File: config.mk
export PLATFORM = sky130hd
export DESIGN_NAME = writeback_unit_flat
export DESIGN_NICKNAME = d
export VERILOG_FILES = /design/src/rtl/writeback_unit_if.sv /design/src/rtl/writeback_unit.sv /design/src/flat_wrapper.sv
export SDC_FILE = /design/constraint.sdc
export NUM_CORES = 1
export LEC_CHECK = 0
export BUFFER_PORTS_ARGS = -buffer_cell sky130_fd_sc_hd__buf_2
export CAP_MARGIN = 20
export CORE_UTILIZATION = 52
export DETAILED_ROUTE_END_ITERATION = 16
export PLACE_DENSITY = 0.77
export SLEW_MARGIN = 40
export SYNTH_ARGS = -nofsm -noshare
export SYNTH_HDL_FRONTEND = slang
export SYNTH_SLANG_ARGS = --single-unit
export TNS_END_PERCENT = 50
File: constraint.sdc
create_clock -name clk -period 4.21 [get_ports clk]
set_input_delay 0.421 -clock clk [delete_from_list [all_inputs] [get_ports clk]]
set_output_delay 0.421 -clock clk [all_outputs]
set_load 0.01 [all_outputs]
File: src/rtl/writeback_unit_if.sv
// Result-collection and register-file write bus of the writeback unit.
// The execution lanes / register file side takes the master modport;
// the writeback unit takes the slave modport.
interface writeback_unit_if #(
    parameter int SEQ_W = 4
);
    // Per-lane result push channel (lane 0 LSU, 1 IXU1, 2 IXU2, 3 BRANCH)
    logic [3:0]            res_valid;
    logic [3:0]            res_ready;
    logic [3:0][4:0]       res_rd;
    logic [3:0][31:0]      res_data;
    logic [3:0][SEQ_W-1:0] res_seq;

    // Register file write ports
    logic [3:0]            wb_wr_en;
    logic [3:0][4:0]       wb_rd;
    logic [3:0][31:0]      wb_wr_data;

    // Status toward issue
    logic [31:0]           busy;
    logic                  err_waw;

    modport master (
        output res_valid, res_rd, res_data, res_seq,
        input  res_ready, wb_wr_en, wb_rd, wb_wr_data, busy, err_waw
    );

    modport slave (
        input  res_valid, res_rd, res_data, res_seq,
        output res_ready, wb_wr_en, wb_rd, wb_wr_data, busy, err_waw
    );
endinterface

File: src/rtl/writeback_unit.sv
// Writeback unit for the 4-lane VLIW register file.
// Each lane queues results in a small FIFO. Every cycle the head of each
// lane is released unless another lane's head targets the same nonzero
// register and belongs to an older bundle (or the same bundle on a lower
// lane). Released heads drive the registered register-file write ports.
// A pending-write scoreboard (busy) is derived from FIFO contents plus the
// output stage.
module writeback_unit #(
    parameter int DEPTH = 2,
    parameter int SEQ_W = 4
) (
    input  logic            clk,
    input  logic            rst_n,
    writeback_unit_if.slave bus
);
    localparam int LANES = 4;
    localparam int PTR_W = $clog2(DEPTH);
    localparam int CNT_W = PTR_W + 1;

    // Result storage, one ring buffer per lane
    logic [4:0]       mem_rd   [LANES][DEPTH];
    logic [31:0]      mem_data [LANES][DEPTH];
    logic [SEQ_W-1:0] mem_seq  [LANES][DEPTH];

    logic [PTR_W-1:0] wr_ptr [LANES];
    logic [PTR_W-1:0] rd_ptr [LANES];
    logic [CNT_W-1:0] count  [LANES];

    logic [LANES-1:0] full;
    logic [LANES-1:0] nonempty;
    logic [LANES-1:0] ready;
    logic [LANES-1:0] push;
    logic [LANES-1:0] pop;
    logic [LANES-1:0] blocked;

    logic [4:0]       head_rd   [LANES];
    logic [31:0]      head_data [LANES];
    logic [SEQ_W-1:0] head_seq  [LANES];

    // older[i][j]: head of lane j comes from an earlier bundle than head of lane i
    logic [LANES-1:0] older [LANES];

    // entry_valid[i][k]: slot k of lane i currently holds a queued result
    logic [DEPTH-1:0] entry_valid [LANES];

    logic             waw_seen;
    logic             err_reg;
    logic [31:0]      busy_vec;

    logic             wb_en_reg   [LANES];
    logic [4:0]       wb_rd_reg   [LANES];
    logic [31:0]      wb_data_reg [LANES];

    genvar gi, gj, gk;

    // ------------------------------------------------------------------
    // Per-lane FIFO and output stage
    // ------------------------------------------------------------------
    generate
        for (gi = 0; gi < LANES; gi++) begin : g_lane
            assign full[gi]     = (count[gi] == CNT_W'(DEPTH));
            assign nonempty[gi] = (count[gi] != '0);
            // Ready depends on fullness only; a popping full FIFO still refuses.
            assign ready[gi]    = rst_n & ~full[gi];
            assign push[gi]     = bus.res_valid[gi] & ready[gi];

            assign head_rd[gi]   = mem_rd[gi][rd_ptr[gi]];
            assign head_data[gi] = mem_data[gi][rd_ptr[gi]];
            assign head_seq[gi]  = mem_seq[gi][rd_ptr[gi]];

            assign bus.res_ready[gi]  = ready[gi];
            assign bus.wb_wr_en[gi]   = wb_en_reg[gi];
            assign bus.wb_rd[gi]      = wb_rd_reg[gi];
            assign bus.wb_wr_data[gi] = wb_data_reg[gi];

            // Slot occupancy: distance from read pointer below the fill count
            for (gk = 0; gk < DEPTH; gk++) begin : g_slot
                logic [PTR_W-1:0] offset;
                assign offset = PTR_W'(gk) - rd_ptr[gi];
                assign entry_valid[gi][gk] = ({1'b0, offset} < count[gi]);
            end

            // Result storage write; contents need no reset since occupancy is tracked by count
            always_ff @(posedge clk) begin
                if (push[gi]) begin
                    mem_rd[gi][wr_ptr[gi]]   <= bus.res_rd[gi];
                    mem_data[gi][wr_ptr[gi]] <= bus.res_data[gi];
                    mem_seq[gi][wr_ptr[gi]]  <= bus.res_seq[gi];
                end
            end

            // Pointer/count bookkeeping and registered register-file write port
            always_ff @(posedge clk or negedge rst_n) begin
                if (!rst_n) begin
                    wr_ptr[gi]      <= '0;
                    rd_ptr[gi]      <= '0;
                    count[gi]       <= '0;
                    wb_en_reg[gi]   <= 1'b0;
                    wb_rd_reg[gi]   <= '0;
                    wb_data_reg[gi] <= '0;
                end else begin
                    if (push[gi]) begin
                        wr_ptr[gi] <= wr_ptr[gi] + PTR_W'(1);
                    end
                    if (pop[gi]) begin
                        rd_ptr[gi] <= rd_ptr[gi] + PTR_W'(1);
                    end
                    count[gi] <= count[gi] + CNT_W'(push[gi]) - CNT_W'(pop[gi]);

                    if (pop[gi]) begin
                        // rd==0 results drain through here without writing
                        wb_en_reg[gi]   <= (head_rd[gi] != 5'd0);
                        wb_rd_reg[gi]   <= head_rd[gi];
                        wb_data_reg[gi] <= head_data[gi];
                    end else begin
                        wb_en_reg[gi]   <= 1'b0;
                    end
                end
            end
        end
    endgenerate

    // ------------------------------------------------------------------
    // Bundle age comparison between lane heads (modular sequence tags)
    // ------------------------------------------------------------------
    generate
        for (gi = 0; gi < LANES; gi++) begin : g_age
            for (gj = 0; gj < LANES; gj++) begin : g_pair
                logic [SEQ_W-1:0] seq_diff;
                // seq_j - seq_i wraps negative (MSB set) when j was issued first
                assign seq_diff       = head_seq[gj] - head_seq[gi];
                assign older[gi][gj]  = seq_diff[SEQ_W-1];
            end
        end
    endgenerate

    // Head selection: hold back a head while an older write to the same register is queued
    always_comb begin
        blocked  = '0;
        waw_seen = 1'b0;
        for (int i = 0; i < LANES; i++) begin
            for (int j = 0; j < LANES; j++) begin
                if ((i != j) && nonempty[i] && nonempty[j] &&
                    (head_rd[i] != 5'd0) && (head_rd[i] == head_rd[j])) begin
                    if (older[i][j] || ((head_seq[i] == head_seq[j]) && (j < i))) begin
                        blocked[i] = 1'b1;
                    end
                    if (head_seq[i] == head_seq[j]) begin
                        waw_seen = 1'b1;
                    end
                end
            end
        end
    end

    assign pop = nonempty & ~blocked;

    // Sticky flag for illegal bundles writing one register twice
    always_ff @(posedge clk or negedge rst_n) begin
        if (!rst_n) begin
            err_reg <= 1'b0;
        end else if (waw_seen) begin
            err_reg <= 1'b1;
        end
    end

    assign bus.err_waw = err_reg;

    // Pending-write scoreboard: queued entries plus writes in the output stage
    always_comb begin
        busy_vec = '0;
        for (int i = 0; i < LANES; i++) begin
            for (int k = 0; k < DEPTH; k++) begin
                if (entry_valid[i][k]) begin
                    busy_vec[mem_rd[i][k]] = 1'b1;
                end
            end
            if (wb_en_reg[i]) begin
                busy_vec[wb_rd_reg[i]] = 1'b1;
            end
        end
        busy_vec[0] = 1'b0;
    end

    assign bus.busy = busy_vec;

endmodule

File: src/flat_wrapper.sv
// flat-port wrapper written by rule: the top's interface ports become plain ports
module writeback_unit_flat 
#(
    parameter int DEPTH = 2,
    parameter int SEQ_W = 4
)
  (clk, rst_n, bus_res_valid, bus_res_rd, bus_res_data, bus_res_seq, bus_res_ready, bus_wb_wr_en, bus_wb_rd, bus_wb_wr_data, bus_busy, bus_err_waw);
  writeback_unit_if #(.SEQ_W(SEQ_W)) bus_i ();
  input  logic clk;
  input  logic rst_n;
  input wire logic [$bits(bus_i.res_valid)-1:0] bus_res_valid;
  input wire logic [$bits(bus_i.res_rd)-1:0] bus_res_rd;
  input wire logic [$bits(bus_i.res_data)-1:0] bus_res_data;
  input wire logic [$bits(bus_i.res_seq)-1:0] bus_res_seq;
  output wire logic [$bits(bus_i.res_ready)-1:0] bus_res_ready;
  output wire logic [$bits(bus_i.wb_wr_en)-1:0] bus_wb_wr_en;
  output wire logic [$bits(bus_i.wb_rd)-1:0] bus_wb_rd;
  output wire logic [$bits(bus_i.wb_wr_data)-1:0] bus_wb_wr_data;
  output wire logic [$bits(bus_i.busy)-1:0] bus_busy;
  output wire logic [$bits(bus_i.err_waw)-1:0] bus_err_waw;
  assign bus_i.res_valid = bus_res_valid;
  assign bus_i.res_rd = bus_res_rd;
  assign bus_i.res_data = bus_res_data;
  assign bus_i.res_seq = bus_res_seq;
  assign bus_res_ready = bus_i.res_ready;
  assign bus_wb_wr_en = bus_i.wb_wr_en;
  assign bus_wb_rd = bus_i.wb_rd;
  assign bus_wb_wr_data = bus_i.wb_wr_data;
  assign bus_busy = bus_i.busy;
  assign bus_err_waw = bus_i.err_waw;
  writeback_unit #(.DEPTH(DEPTH), .SEQ_W(SEQ_W)) u_core (.clk(clk), .rst_n(rst_n), .bus(bus_i));
endmodule
Word level (Yosys, flattened, before mapping)
Memory sizes are Yosys's and may differ from the RTL's.
Cells that the tools add are included.
{ "totals": {"register_bits": 169, "ramBits": 328, "out_inout_bits": 189, "word_cells": 393, "n_memories": 3} }
{ "classes": {"addsub": 36, "order_cmp": 44, "eq_ne": 28, "n_mux": 164, "bitwise_logic": 33, "n_reduce_logical": 60} }
{ "mem_list": {"columns": ["memory", "depth", "width", "rd", "rd_ports_with_merged_regs", "wr", "line", "text"], "rows": [
  ["u_core.mem_data", 4, 64, 4, 0, 4, "writeback_unit.sv:22", "logic [31:0] mem_data [LANES][DEPTH];"],
  ["u_core.mem_rd", 4, 10, 4, 0, 4, "writeback_unit.sv:21", "logic [4:0] mem_rd [LANES][DEPTH];"],
  ["u_core.mem_seq", 4, 8, 4, 0, 4, "writeback_unit.sv:23", "logic [SEQ_W-1:0] mem_seq [LANES][DEPTH];"]
]} }
{ "op_table": {"columns": ["op", "count"], "rows": [
  ["2-to-1 mux 32 bit", 28],
  ["bitwise OR 32 bit", 11],
  ["2-to-1 mux 64 bit", 4],
  ["demux 32 bit (select 1 bit)", 4],
  ["2-to-1 mux 5 bit", 16],
  ["< comparator 5 x 6 -> 1 bit, second input constant", 12],
  ["2-to-1 mux 1 bit", 68],
  ["2-to-1 mux 4 bit", 16],
  ["demux 1 bit (select 5 bit)", 12],
  ["== test 5 bit", 12],
  [">= comparator 5 x 1 -> 1 bit, second input constant", 12],
  ["== test 4 bit", 12],
  ["subtractor 4 bit", 12],
  ["logical AND 1 bit", 46],
  ["2-to-1 mux 10 bit", 4],
  ["2-to-1 mux 8 bit", 4],
  ["demux 5 bit (select 1 bit)", 4],
  ["nonzero test 5 bit", 4],
  ["demux 4 bit (select 1 bit)", 4],
  [">= comparator 2 bit, second input constant", 8],
  ["< comparator 1 x 2 -> 1 bit", 8],
  ["inverter 1 -> 2 bit", 8],
  ["adder 1 bit, second input constant", 8],
  ["adder 2 x 1 -> 2 bit", 4],
  ["10 further kinds", 44]
]} }

Logic depth before layout (Yosys ltp)
Gate-level depths: netlist of run 1.
{ "logic_depth": {"word_depth": 30, "depth_mapped": 19} }

Worst setup path after synthesis of run 1
No wires, ideal clock.
{ "synth_path": {"path_kind": "register to register", "start": "reg u_core.rd_ptr[2] (netlist bit)", "end": "reg u_core.count[5] (netlist bit)", "setup_time_ns": 0.080, "arrival_ns": 3.851, "required_ns": 4.130, "setup_slack_ns": 0.279, "stages_incl_launch_ff": 18, "period_less_slack_ns": 3.931, "cell_sequence": "dfrtp_1 buf_6 clkbuf_1 clkbuf_1 mux2i_1 inv_1 ha_1 a21o_1 a21oi_1 xor2_1 nor3_2 nor4_4 buf_6 ha_1 inv_1 ha_1 xnor2_1 xnor2_1"} }
{ "synth_between": {"elab_chain_len": 15, "word_cells_on_any_way": 31, "classes_between": "add/sub: 4; eq/ne: 4; mux: 12; bitwise: 3; reduce/logical: 8"} }
{ "synth_rtl": {"columns": ["item", "line", "text"], "rows": [
  ["start, declared", "writeback_unit.sv:26", "logic [PTR_W-1:0] rd_ptr [LANES];"],
  ["start signal, assigned by index", "writeback_unit.sv:106", "rd_ptr[gi] <= rd_ptr[gi] + PTR_W'(1);"],
  ["inverter 1 -> 2 bit (not written as such) *", "writeback_unit.sv:67, writeback_unit.sv:69", null],
  ["2-to-1 mux 4 bit (not written as such) or 2-to-1 mux 5 bit (tied branches) (3 in a row)", "writeback_unit.sv:69, writeback_unit.sv:67", null],
  ["subtractor 4 bit, or another cell as far along", "writeback_unit.sv:131", "assign seq_diff = head_seq[gj] - head_seq[gi];"],
  ["logical OR 1 bit or logical AND 1 bit (tied branches)", "writeback_unit.sv:145, writeback_unit.sv:143", null],
  ["2-to-1 mux 1 bit or logical AND 1 bit (tied branches)", "writeback_unit.sv:145, writeback_unit.sv:144", null],
  ["2-to-1 mux 1 bit", "writeback_unit.sv:143", "if ((i != j) && nonempty[i] && nonempty[j] &&"],
  ["2-to-1 mux 1 bit", "writeback_unit.sv:145", "if (older[i][j] || ((head_seq[i] == head_seq[j]) && (j < i))) begin"],
  ["2-to-1 mux 1 bit", "writeback_unit.sv:143", null],
  ["2-to-1 mux 1 bit", "writeback_unit.sv:145", null],
  ["2-to-1 mux 1 bit *", "writeback_unit.sv:143", null],
  ["inverter 4 bit *", "writeback_unit.sv:156", "assign pop = nonempty & ~blocked;"],
  ["bitwise AND 4 bit *", "writeback_unit.sv:156", null],
  ["via u_core.pop[1]", "writeback_unit.sv:33", "logic [LANES-1:0] pop;"],
  ["subtractor 2 x 1 -> 2 bit *", "writeback_unit.sv:108", "count[gi] <= count[gi] + CNT_W'(push[gi]) - CNT_W'(pop[gi]);"],
  ["end signal, assigned by index", "writeback_unit.sv:108", null],
  ["end, declared", "writeback_unit.sv:27", "logic [CNT_W-1:0] count [LANES];"]
]} }
Mark *: on every way through the listed nets, which the timed path passes. The rest lies on a longest branch. The select of a mux whose other input is x is not followed.
A chain may end at the register's enable or synchronous reset.

Final worst setup path of run 1
{ "layout_path": {"start": "reg u_core.rd_ptr[0] (netlist bit)", "end": "out bus_busy[30]"} }
{ "layout_between": {"elab_chain_len": 7, "word_cells_on_any_way": 9, "classes_between": "add/sub: 2; order compare: 2; mux: 3; bitwise: 2"} }
{ "layout_rtl": {"columns": ["item", "line", "text"], "rows": [
  ["subtractor 1 bit", "writeback_unit.sv:79", "assign offset = PTR_W'(gk) - rd_ptr[gi];"],
  ["< comparator 1 x 2 -> 1 bit", "writeback_unit.sv:80", "assign entry_valid[gi][gk] = ({1'b0, offset} < count[gi]);"],
  ["2-to-1 mux 32 bit", "writeback_unit.sv:174", "if (entry_valid[i][k]) begin"],
  ["bitwise OR 32 bit (no line)", null, null],
  ["2-to-1 mux 32 bit *", "writeback_unit.sv:174", null],
  ["bitwise OR 32 bit (no line)", null, null],
  ["2-to-1 mux 32 bit *", "writeback_unit.sv:178", "if (wb_en_reg[i]) begin"],
  ["end, declared", "flat_wrapper.sv:19", "output wire logic [$bits(bus_i.busy)-1:0] bus_busy;"]
]} }
Mark *: on every way between the ends. The rest lies on a longest branch, timed or not.

==> results of run 1 <==
-- cell usage in the layout (no fill, tap or decap), types with 12 or more instances in the layout --
cell,Yosys,layout
buf_2,16,356
edfxtp_1,328,328
dfrtp_1,169,165
mux2_2,161,161
mux2_4,97,97
o22ai_1,75,75
dlygate4sd3_1,0,75
nand2_1,72,72
nand3_1,67,67
nor2_1,70,66
inv_1,60,60
mux2i_1,57,57
clkbuf_16,0,52
xnor2_1,46,46
ha_1,44,44
nor3_1,45,43
buf_4,3,34
a21oi_1,28,28
a22oi_1,27,27
a221oi_1,26,26
nand4_1,22,22
nand3b_1,19,19
nor3b_1,24,19
and3_1,18,14
o21ai_0,14,14
clkinv_2,0,13
clkbuf_1,26,12
-- per-layer routing --
metal / GRT usage [%] / wire, um / up-vias
met5: 0 / 13 / -
met4: 11.98 / 2563 / 2
met3: 6.738 / 5527 / 152
met2: 50.51 / 34550 / 800
met1: 39.29 / 28600 / 8383
li1: - / - / 7304
-- synth_stat cells, drive strengths merged (3+ instances only) --
cell | instances | area [um^2]
a22o | 11 | 96.34
dfrtp | 169 | 4229
xor2 | 11 | 96.34
a221o | 3 | 30.03
nor2 | 70 | 262.8
nand2 | 72 | 270.3
nor4 | 9 | 77.57
xnor2 | 46 | 402.9
o22ai | 75 | 469.2
a21o | 12 | 90.09
and3 | 18 | 112.6
nor3 | 47 | 245.2
inv | 60 | 225.2
a21oi | 28 | 140.1
a221oi | 26 | 227.7
o211ai | 4 | 30.03
o21ai | 14 | 70.07
clkbuf | 27 | 102.6
nand2b | 9 | 56.30
nand4 | 22 | 137.6
or2 | 7 | 43.79
and3b | 6 | 52.55
mux2 | 258 | 3269
edfxtp | 328 | 9849
buf | 42 | 331.6
ha | 44 | 550.5
nor3b | 24 | 180.2
and2 | 4 | 25.02
nand3 | 67 | 335.3
a211oi | 11 | 95.09
nand3b | 19 | 142.6
mux2i | 58 | 584.3
a21boi | 6 | 45.04
or3 | 11 | 73.82
a22oi | 27 | 202.7
-- cell type report --
class                      count  share of cell area (%)
antenna                        6                 0.05294
clock buffer                  67                   4.893
clock inverter                27                  0.9839
inverter                      60                  0.7941
multi-input combinational   1047                   30.91
sequential                   497                   49.66
tap                          592                   2.612
timing repair buffer         470                   10.10
-- cells by family (layout without fill, tap and decap cells) --
family	count (synthesis)	count (layout)
AOI/OAI and AO/OA	237	237
DFF	497	497
buffers and inverters	129	624
adders and majority gates	44	44
other	1	7
muxes	316	316
and+or+nand+nor	392	392
xor gates and xnor gates	57	57
-- metrics by stage --
stage / cell area (um^2) / utilization (%) / hold slack, ns / setup slack (ns)
global route: 28360 / 63.99 / 0.002300 / 0.007271
CTS: 28310 / 63.88 / 0.0001555 / 0.3138
floorplan: 23400 / - / 0.1254 / 0.2786
detailed placement: 25910 / 58.47 / 0.4605 / 0.5096
finish: 28360 / 63.99 / 0.02896 / 0.2203
global placement: 25870 / 58.37 / 0.4434 / 0.5608
-- final timing paths --
| kind | start | endpoint | slack, ns | cells past startpoint |
|---|---|---|---|---|
| min in group asynchronous | rst_n | u_core.bus.wb_rd[15]$_DFFE_PN0P_ | 0.40 | 2 |
| min reg2reg | u_core.bus.wb_wr_data[70]$_DFFE_PN0P_ | u_core.bus.wb_wr_data[70]$_DFFE_PN0P_ | 0.50 | 1 |
| max in group asynchronous | rst_n | u_core.bus.wb_wr_data[77]$_DFFE_PN0P_ | 2.73 | 3 |
| max reg2reg | u_core.rd_ptr[2]$_DFFE_PN0P_ | u_core.count[3]$_DFF_PN0_ | 0.43 | 14 |
| max | u_core.rd_ptr[0]$_DFFE_PN0P_ | bus_busy[30] | 0.22 | 9 |
| min | bus_res_data[50] | u_core.mem_data[1][18]$_DFFE_PP_ | 0.03 | 1 |
-- power breakdown --
part           internal [W]  switching, W
Sequential          0.00656       0.00102
Combinational       0.00421       0.00517
Clock               0.00259       0.00192
-- worst max-delay path, delay by kind of cell (launching register included) --
kind,cells,cell delay (ns)
AND/OR/NAND/NOR,4,1.09
buffers and inverters,3,0.85
flip-flops,1,0.55
AO/OA/AOI/OAI,2,0.51
-- timing repair --
item                      CTS  global route
hold endpoints to repair  185             4
setup buffers               0             0
hold buffers               73             2
==> metrics.md, run 1 <==
| Metric | Value |
|---|---|
| Critical-path cell list | `buf_4 -> inv_1 -> a21oi_1 -> nor2_1 -> nand2_1 -> o21ai_0 -> nor4_1 -> nand2_1 -> buf_2` |
| Relative slew slack | `between 30 and 40%` |
| VDD IR-drop max | `about 0.00046 V` |
| Setup_tns | `0 ns` |
| Seq. cell area | `14080 um^2` |
| Skew final | `0.02274 ns` |
| Worst Tran Pin Value | `0.9235 ns` |
| YS warnings | `0` |
| Synth cell types | `67` |
| Share of cells above drive strength 1 | `35.70%` |
| Routed Antenna Nets | `0` |
| Via Count | `16640` |
| CP endpoint kind | `primary output` |
| Initial DRC count | `1676` |
| Vias in the first global route | `16770` |
| Grt total ovfl | `0` |
| Global-route wire length before repair | `105600 um` |
| Max reg flops | `256` |
| Total Routing Usage GR | `roughly 30%` |
| CTS H-tree depth | `2` |
| Post-Syn Instances | `1673` |
| Die width | `approximately 210 um` |
| Nets | `2341` |
| RSZ-0062 raised after global routing | `no` |
| Worst-skew pair later-pin latency | `roughly 0.6 ns` |
| FMAX | `0.2506 GHz` |
| Cts bufs inserted | `51` |
| Max Cap Violations | `0` |
| Crit path time final | `approximately 4.0 ns` |
| Syn avg cell area | `around 14 um^2` |
| GP Congestion | `roughly 1.1` |
| Outcome | `finished clean` |
| Cts repair resizes | `0` |
| CP max stage delay | `0.57 ns` |
| Drt first pass iters | `6` |
| Prevailing post-synth register cell | `edfxtp_1` |
| CTS tree | `done` |
| Via density | `6.016` |
| Final wirelength | `about 71000 um` |
| Synth Register Bits | `about 500` |
| Tcrit/Tclk final | `a little over nine tenths` |
| Sequential share of the synthesized area | `60.16%` |
| Final Max Tran Viols | `0` |
| Largest net degree at the start of global routing | `66` |
| Routed WL per cell | `25.76 um` |
| Clock slew at reported path FFs | `0.07 ns` |
| Crit-path max FO | `34` |
| Tot Pwr | `0.02149 W` |
| Crit path required time | `3.79 ns` |
| Rows | `77` |
| Initial antenna violation count | `7` |
| Syn nets | `1887` |
| Die ar. | `45860 um^2` |
| Final hold violations | `0` |
| Fillcell total | `3290` |
| Path type of the worst min-delay path | `in2reg` |
| Post-synthesis mux area share | `16.47%` |
| PD cells | `757.6 nW/um^2` |
| Clk sinks | `between 400 and 500` |
| Placed cells | `2591` |
| Simple-gate share of the synthesized area | `8.880%` |
| Post-synthesis compound-gate area fraction | `a little over 7%` |
| Finished Layout Cells | `2766` |
| Longest Clk Path Bufs | `3` |
| Main combinational cell family by area after synthesis | `multiplexers` |
| Post-Synth XOR/XNOR Area | `2.133%` |
| Post-Syn Area | `approximately 23000 um^2` |
| Hpwl dp | `between 50000 and 60000 um` |
| Area Growth Syn to Fin | `21.18%` |
| Ys async rst share | `34.00%` |
| Crit start category | `flop` |
| CTS Root Cell | `clkbuf_16` |
| Crit path kind | `reg2out` |
| CP dominant cell by count | `nand2_1` |
| Adder-cell share of the synthesized area | `2.352%` |
| Final Setup Violations | `0` |
| Core area | `44320 um^2` |
| I/O pin total | `about 360` |
| WP data arrival | `3.57 ns` |
| EDFF count, synth | `328` |
| Die Span Y | `roughly 210 um` |
| Leakage power | `11.49 nW` |
| Area of the multi-input gates | `8765 um^2` |
| Critical-path top delay cell | `nor4_1` |
| Initial core utilization | `52.81%` |
| Port Buffers | `~360` |
| # DRC | `0` |
No activity file was read; power rests on OpenSTA's default activity.
==> inputs of run 2 (changes only) <==
PLACE_DENSITY = unset   (was 0.77)
PLACE_DENSITY_LB_ADDON = 0.12   (was unset)
==> run 2 against run 1 <==
Against the previous run:
- clock power up 0.9%
- final cell count up 2.5%
- combinational power up 1%
- critical path depth unchanged
==> metrics.md, run 2 (synthesized netlist as in run 1, its figures left out) <==
| Metric | Value |
|---|---|
| Outcome | `finished clean (unchanged)` |
| Largest net degree at the start of global routing | `97 (was 66)` |
| Final Setup Violations | `0 (unchanged)` |
| Initial antenna violation count | `3 (was 7)` |
| Port Buffers | `357 (unchanged)` |
| Final hold violations | `0 (unchanged)` |
| Vias in the first global route | `17390 (was 16770)` |
| Path type of the worst min-delay path | `in2reg (unchanged)` |
| Core area | `44320 um^2 (unchanged)` |
| Max reg flops | `256 (unchanged)` |
| Leakage power | `11.80 nW (was 11.49 nW)` |
| Max Cap Violations | `0 (unchanged)` |
| CTS H-tree depth | `2 (unchanged)` |
| Crit path time final | `3.962 ns (was 3.990 ns)` |
| Reg-to-reg setup timing slack | `0.38 ns (was 0.43 ns)` |
| Post-CTS Setup Inserts | `0 (unchanged)` |
| Final Max Tran Viols | `0 (unchanged)` |
| I/O pin total | `359 (unchanged)` |
| Clk sinks | `497 (unchanged)` |
| CP endpoint kind | `primary output (unchanged)` |
| Final wirelength | `74000 um (was 71260 um)` |
| Area of the multi-input gates | `8758 um^2 (was 8765 um^2)` |
| Area Growth Syn to Fin | `24.32% (was 21.18%)` |
| Via density | `5.909 (was 6.016)` |
| GP Congestion | `1.021 (was 1.064)` |
| Rows | `77 (unchanged)` |
| Routed Antenna Nets | `0 (unchanged)` |
| Hold Path Stages | `1 (unchanged)` |
| Most common cell after layout, fill and taps aside | `buf_2 (unchanged)` |
| Seq. cell area | `14080 um^2 (unchanged)` |
| Crit start category | `flop (unchanged)` |
| Routed WL per cell | `26.11 um (was 25.76 um)` |
| # DRC | `0 (unchanged)` |
| Skew final | `0.07124 ns (was 0.02274 ns)` |
| Hpwl dp | `52120 um (was 50200 um)` |
| Final Instance Area | `29100 um^2 (was 28360 um^2)` |
| Crit-path max FO | `34 (unchanged)` |
| R2R depth | `10 (was 14)` |
| PD cells | `742.6 nW/um^2 (was 757.6 nW/um^2)` |
| Crit path kind | `reg2out (unchanged)` |
| Die width | `214.2 um (unchanged)` |
| CTS Root Cell | `clkbuf_16 (unchanged)` |
| Clock slew at reported path FFs | `0.06 ns (was 0.07 ns)` |
| Nets | `2412 (was 2341)` |
| Worst-skew pair later-pin latency | `0.62 ns (was 0.59 ns)` |
| Relative slew slack | `42.20% (was 37.96%)` |
| Fillcell total | `3253 (was 3290)` |
| RSZ-0062 raised after global routing | `no (unchanged)` |
| Longest Clk Path Bufs | `3 (unchanged)` |
| Commonest non-fill, non-tap cells in the layout | `buf_2, edfxtp_1, dfrtp_1 (unchanged)` |
| VDD IR-drop max | `0.0005353 V (was 0.0004634 V)` |
| CTS tree | `done (unchanged)` |
| Grt total ovfl | `0 (unchanged)` |
| Share of cells above drive strength 1 | `34.60% (was 35.70%)` |
| Worst hold path endpoint | `u_core.mem_data[1][39]$_DFFE_PP_ (was u_core.mem_data[1][18]$_DFFE_PP_)` |
| Via Count | `16750 (was 16640)` |
| Total Routing Usage GR | `32.09% (was 30.54%)` |
| Tcrit/Tclk final | `94.10% (was 94.77%)` |
| FF-to-FF Start | `u_core.rd_ptr[2]$_DFFE_PN0P_ (unchanged)` |
| Initial DRC count | `1407 (was 1676)` |
| Min-delay src | `bus_res_data[39] (was bus_res_data[50])` |
| Global-route wire length before repair | `110500 um (was 105600 um)` |
| Crit path required time | `3.79 ns (about the same)` |
| Die ar. | `45860 um^2 (unchanged)` |
| Worst Tran Pin Value | `0.8651 ns (was 0.9235 ns)` |
| Die Span Y | `214.2 um (unchanged)` |
| Cts bufs inserted | `50 (was 51)` |
| Setup_tns | `0 ns (unchanged)` |
| Placement Cell Area | `25950 um^2 (was 25910 um^2)` |
| WP data arrival | `3.54 ns (was 3.57 ns)` |
| R2r endpoint | `u_core.bus.wb_wr_data[36]$_DFFE_PN0P_ (was u_core.count[3]$_DFF_PN0_)` |
| Initial core utilization | `52.81% (unchanged)` |
| Drt first pass iters | `7 (was 6)` |
| FMAX | `0.2524 GHz (was 0.2506 GHz)` |
run 2: changes by cell type in the layout (fill, tap and decap cells not counted), sizes merged:
cell	previous run	this run
dlygate4sd3	75	142
buf	394	399
diode	6	2
clkbuf	68	65
bufinv	4	5
clkinv	17	18
clkinvlp	2	3
run 2: final cells by class:
class                           count  area share, %
Tap cell                          592          2.546
Clock buffer                       64          4.687
Sequential cell                   497          48.40
Inverter                           60         0.7741
Antenna cell                        2        0.01720
Clock inverter                     30          1.204
Multi-Input combinational cell   1047          30.10
Timing Repair Buffer              542          12.26
run 2: repair_timing:
item,in CTS,in global routing
resized for setup,0,1
hold buffers,141,1
endpoints found under the hold margin,291,1
setup endpoints to repair,0,2
run 2: metrics by stage:
stage | util (%) | total power (W) | std cells | hold slack, ns | worst slack [ns]
after global placement | 58.45 | 0.01661 | 2596 | 0.3171 | 0.4866
after CTS | 65.61 | 0.02151 | 2831 | 0.001178 | 0.1358
after global routing | 65.65 | 0.02256 | 2833 | 0.009269 | 0.09766
after detailed placement | 58.56 | 0.01682 | 2596 | 0.3178 | 0.4077
final | 65.65 | 0.02161 | 2834 | 0.02712 | 0.2484
after floorplan | - | 0.01363 | 1673 | 0.1254 | 0.2786
run 2: worst max path at each step:
stage                                       startpoint                                    end  slack, ns
after floorplan           u_core.rd_ptr[2]$_DFFE_PN0P_              u_core.count[5]$_DFF_PN0_       0.28
after global placement    u_core.rd_ptr[2]$_DFFE_PN0P_  u_core.bus.wb_wr_data[34]$_DFFE_PN0P_       0.49
after detailed placement  u_core.rd_ptr[2]$_DFFE_PN0P_  u_core.bus.wb_wr_data[36]$_DFFE_PN0P_       0.41
after CTS                 u_core.rd_ptr[0]$_DFFE_PN0P_                           bus_busy[13]       0.14
after global routing      u_core.rd_ptr[0]$_DFFE_PN0P_                           bus_busy[13]        0.1
final                     u_core.rd_ptr[0]$_DFFE_PN0P_                           bus_busy[28]       0.25
run 2: where the power goes:
| part | internal, W | switching [W] |
|---|---|---|
| sequential | 0.00656 | 0.000998 |
| clock | 0.00263 | 0.00192 |
| combinational | 0.00424 | 0.00525 |
run 2: critical path, stage by stage (launching register included):
cell and delay (ns):
dfrtp_2 0.56, buf_6 0.37, inv_1 0.16, a21oi_1 0.31, nor2_1 0.10, nand2_1 0.27
o21ai_0 0.17, nor3_1 0.43, o2111ai_1 0.32, buf_2 0.23
run 2: per-layer routing:
| layer | share of wire (%) | track usage [%] | vias up | wire length (um) |
|---|---|---|---|---|
| met5 | 0 | 0 | - | 0 |
| met4 | 3.6 | 12.43 | 0 | 2683 |
| met3 | 7.3 | 6.340 | 158 | 5373 |
| met2 | 48 | 51.87 | 774 | 35170 |
| met1 | 42 | 42.92 | 8368 | 30780 |
| li1 | - | - | 7447 | - |
==> inputs of run 3 (changes only) <==
BUFFER_PORTS_ARGS = -buffer_cell sky130_fd_sc_hd__buf_4   (was -buffer_cell sky130_fd_sc_hd__buf_2)
clock period = 3.27 ns   (was 4.21 ns; I/O delays follow)
==> run 3 against run 2 <==
Against the previous run:
- the flow now finishes with violations (negative setup slack)
- cell area up 7.8%
- critical path depth is 1 lower
- clock power rose by 20%
- hold slack better by 0.086 ns
- sequential cell count unchanged
- register-to-register slack worse by 0.25 ns
- global-route usage is 1.2 points higher
- core utilization up 5.1 points
- die area is the same
- setup slack got worse by 0.25 ns
- combinational power up 53%
- total power up 37%
==> metrics.md, run 3 (synthesized netlist as in run 1, its figures left out) <==
| Metric | Value |
|---|---|
| Clock slew at reported path FFs | `0.06 ns (about the same)` |
| Crit path time final | `3.270 ns` |
| Crit path kind | `reg2out (unchanged)` |
| Initial antenna violation count | `3 (unchanged)` |
| Skew final | `0.02216 ns (was 0.07124 ns)` |
| Rows | `77 (unchanged)` |
| Routed WL per cell | `25.92 um (was 26.11 um)` |
| Total Routing Usage GR | `33.27% (was 32.09%)` |
| Relative slew slack | `35.66% (was 42.20%)` |
| VDD IR-drop max | `0.0006812 V (was 0.0005353 V)` |
| Tcrit/Tclk final | `100.0%` |
| Most common cell after layout, fill and taps aside | `buf_4 (was buf_2)` |
| PD cells | `946.9 nW/um^2 (was 742.6 nW/um^2)` |
| Max Cap Violations | `0 (unchanged)` |
| Crit start category | `flop (unchanged)` |
| Logic pwr share | `48.8% (was 43.9%)` |
| Die ar. | `45860 um^2 (unchanged)` |
| Largest net degree at the start of global routing | `64 (was 97)` |
| Tot Pwr | `0.02969 W (was 0.02161 W)` |
| Routed Antenna Nets | `0 (unchanged)` |
| Global-route wire length before repair | `115100 um (was 110500 um)` |
| Crit path required time | `2.94 ns (was 3.79 ns)` |
| I/O pin total | `359 (unchanged)` |
| Initial core utilization | `52.81% (unchanged)` |
| Commonest non-fill, non-tap cells in the layout | `buf_4, edfxtp_1, dlygate4sd3_1, dfrtp_1, mux2_2 (was buf_2, edfxtp_1, dfrtp_1)` |
| WP data arrival | `2.94 ns (was 3.54 ns)` |
| FMAX | `0.3058 GHz` |
| CTS Root Cell | `clkbuf_16 (unchanged)` |
| Placement Cell Area | `27910 um^2 (was 25950 um^2)` |
| Core area | `44320 um^2 (unchanged)` |
| Path type of the worst min-delay path | `in2reg (unchanged)` |
| CP dominant cell by count | `buf_4` |
| Via density | `5.900 (was 5.909)` |
| Crit-path max FO | `6 (was 34)` |
| Max reg flops | `256 (unchanged)` |
| Nets | `2557 (was 2412)` |
| Hpwl dp | `53510 um (was 52120 um)` |
| CTS H-tree depth | `2 (unchanged)` |
| Final Instance Area | `31360 um^2 (was 29100 um^2)` |
| Critical-path cell list | `inv_1 -> nand3_1 -> buf_4 -> o22ai_1 -> a221oi_1 -> nand4_1 -> a211o_1 -> buf_4 (was buf_6 -> inv_1 -> a21oi_1 -> nor2_1 -> nand2_1 -> o21ai_0 -> nor3_1 -> o2111ai_1 -> buf_2)` |
| Share of cells above drive strength 1 | `39.32% (was 34.60%)` |
| Clk sinks | `497 (unchanged)` |
| Setup ws final | `-0.0003477 ns (was 0.2484 ns)` |
| Outcome | `complete, but fails checks (was finished clean)` |
| Longest Clk Path Bufs | `3 (unchanged)` |
| Port Buffers | `357 (unchanged)` |
| Sequential power share | `32.7% (was 35.0%)` |
| Failing checks | `negative setup slack` |
| Leakage power | `12.76 nW (was 11.80 nW)` |
| M1 wire length | `31210 um (was 30780 um)` |
| Final hold violations | `0 (unchanged)` |
| Switching share of power | `37.36% (was 37.84%)` |
| Die width | `214.2 um (unchanged)` |
| Initial DRC count | `1566 (was 1407)` |
| Clk pwr share | `18.5% (was 21.1%)` |
| Vias in the first global route | `18250 (was 17390)` |
| Final Setup Violations | `1 (was 0)` |
| Max Used Layer | `met5 (was met4)` |
| Worst Tran Pin Value | `0.9577 ns (was 0.8651 ns)` |
| Die Span Y | `214.2 um (unchanged)` |
| Int Power | `0.01860 W (was 0.01343 W)` |
| CP endpoint kind | `primary output (unchanged)` |
| P_sw | `0.01109 W (was 0.008176 W)` |
| Final Max Tran Viols | `0 (unchanged)` |
| Detailed route wirelength on metal2 | `37900 um (was 35170 um)` |
| Via Count | `17560 (was 16750)` |
| CTS tree | `done (unchanged)` |
| Worst-skew pair later-pin latency | `0.60 ns (was 0.62 ns)` |
| GP Congestion | `1.047 (was 1.021)` |
| Grt total ovfl | `0 (unchanged)` |
| Cts bufs inserted | `49 (was 50)` |
| CP max stage delay | `0.64 ns (was 0.56 ns)` |
| Dpl ws | `-0.05264 ns (was 0.4077 ns)` |
| # DRC | `0 (unchanged)` |
| Met3 routed WL | `5701 um (was 5373 um)` |
| Drt first pass iters | `9 (was 7)` |
| Area Growth Syn to Fin | `33.99% (was 24.32%)` |
| Final wirelength | `77130 um (was 74000 um)` |
| Critical-path top delay cell | `a221oi_1 (was dfrtp_2)` |
-- run 3: critical path, delay by kind of cell (launching register included) --
kind / cells / cell delay [ns]
AND/OR/NAND/NOR: 2 / 0.28
AO/OA/AOI/OAI: 3 / 1.09
buffers and inverters: 3 / 0.50
flip-flops: 1 / 0.49
-- run 3: path summary, 6_finish.rpt --
kind | end | cells after the start | from | slack, ns
min in group asynchronous | u_core.bus.wb_wr_data[41]$_DFFE_PN0P_ | 2 | rst_n | 0.19
max in group asynchronous | u_core.bus.wb_wr_data[24]$_DFFE_PN0P_ | 3 | rst_n | 2.11
worst max-delay path | bus_busy[2] | 8 | u_core.bus.wb_rd[15]$_DFFE_PN0P_ | -0.0003
worst min register to register | u_core.bus.wb_wr_data[63]$_DFFE_PN0P_ | 1 | u_core.bus.wb_wr_data[63]$_DFFE_PN0P_ | 0.51
worst min-delay path | u_core.wr_ptr[2]$_DFFE_PN0P_ | 3 | bus_res_valid[1] | 0.11
worst max register to register | u_core.count[3]$_DFF_PN0_ | 15 | u_core.rd_ptr[0]$_DFFE_PN0P_ | 0.13
-- run 3: power by group through the flow --
| stage | logic, W | registers [W] | clock network, W |
|---|---|---|---|
| after CTS | 0.0140 | 0.00963 | 0.00550 |
| after global routing | 0.0152 | 0.00987 | 0.00576 |
| final | 0.0145 | 0.00970 | 0.00549 |
| after detailed placement | 0.0138 | 0.00969 | 0 |
| after global placement | 0.0135 | 0.00964 | 0 |
| after floorplan | 0.00806 | 0.00980 | 0 |
-- run 3: layer usage --
| layer | global-route usage, % | vias to the layer above |
|---|---|---|
| li1 | - | 7725 |
| met1 | 43.83 | 8804 |
| met2 | 55.80 | 876 |
| met3 | 5.972 | 152 |
| met4 | 11.07 | 2 |
| met5 | 0 | - |
-- run 3: what timing repair did --
action | 4_1_cts | 5_1_grt
setup endpoints to repair | 79 | 94
endpoints found under the hold margin | 348 | 0
setup buffers | 0 | 6
pin swaps | 0 | 6
gates cloned | 0 | 0
hold buffers | 165 | 0
gates resized for setup | 12 | 30
-- run 3: layout make-up --
type / instances / area, um^2
fill: 2862 / 12960
timing repair buffer: 688 / 5702
tap: 592 / 740.7
clock buffer: 69 / 1373
inverter: 60 / 225.2
antenna: 1 / 2.502
sequential: 497 / 14080
clock inverter: 22 / 180.2
multi-input combinational: 1047 / 9052
-- run 3: metrics by stage --
stage | util [%] | std cells | hold WS (ns) | setup TNS, ns
6_report | 70.76 | 2976 | 0.1131 | -0.0003477
3_3_place_gp | 62.95 | 2713 | 0.2354 | -0.04124
2_1_floorplan | - | 1673 | 0.03141 | -0.05193
3_5_place_dp | 62.97 | 2713 | 0.2469 | -1.674
4_1_cts | 70.30 | 2969 | 0.09785 | -0.01041
5_1_grt | 70.76 | 2976 | 0.1182 | -0.05119
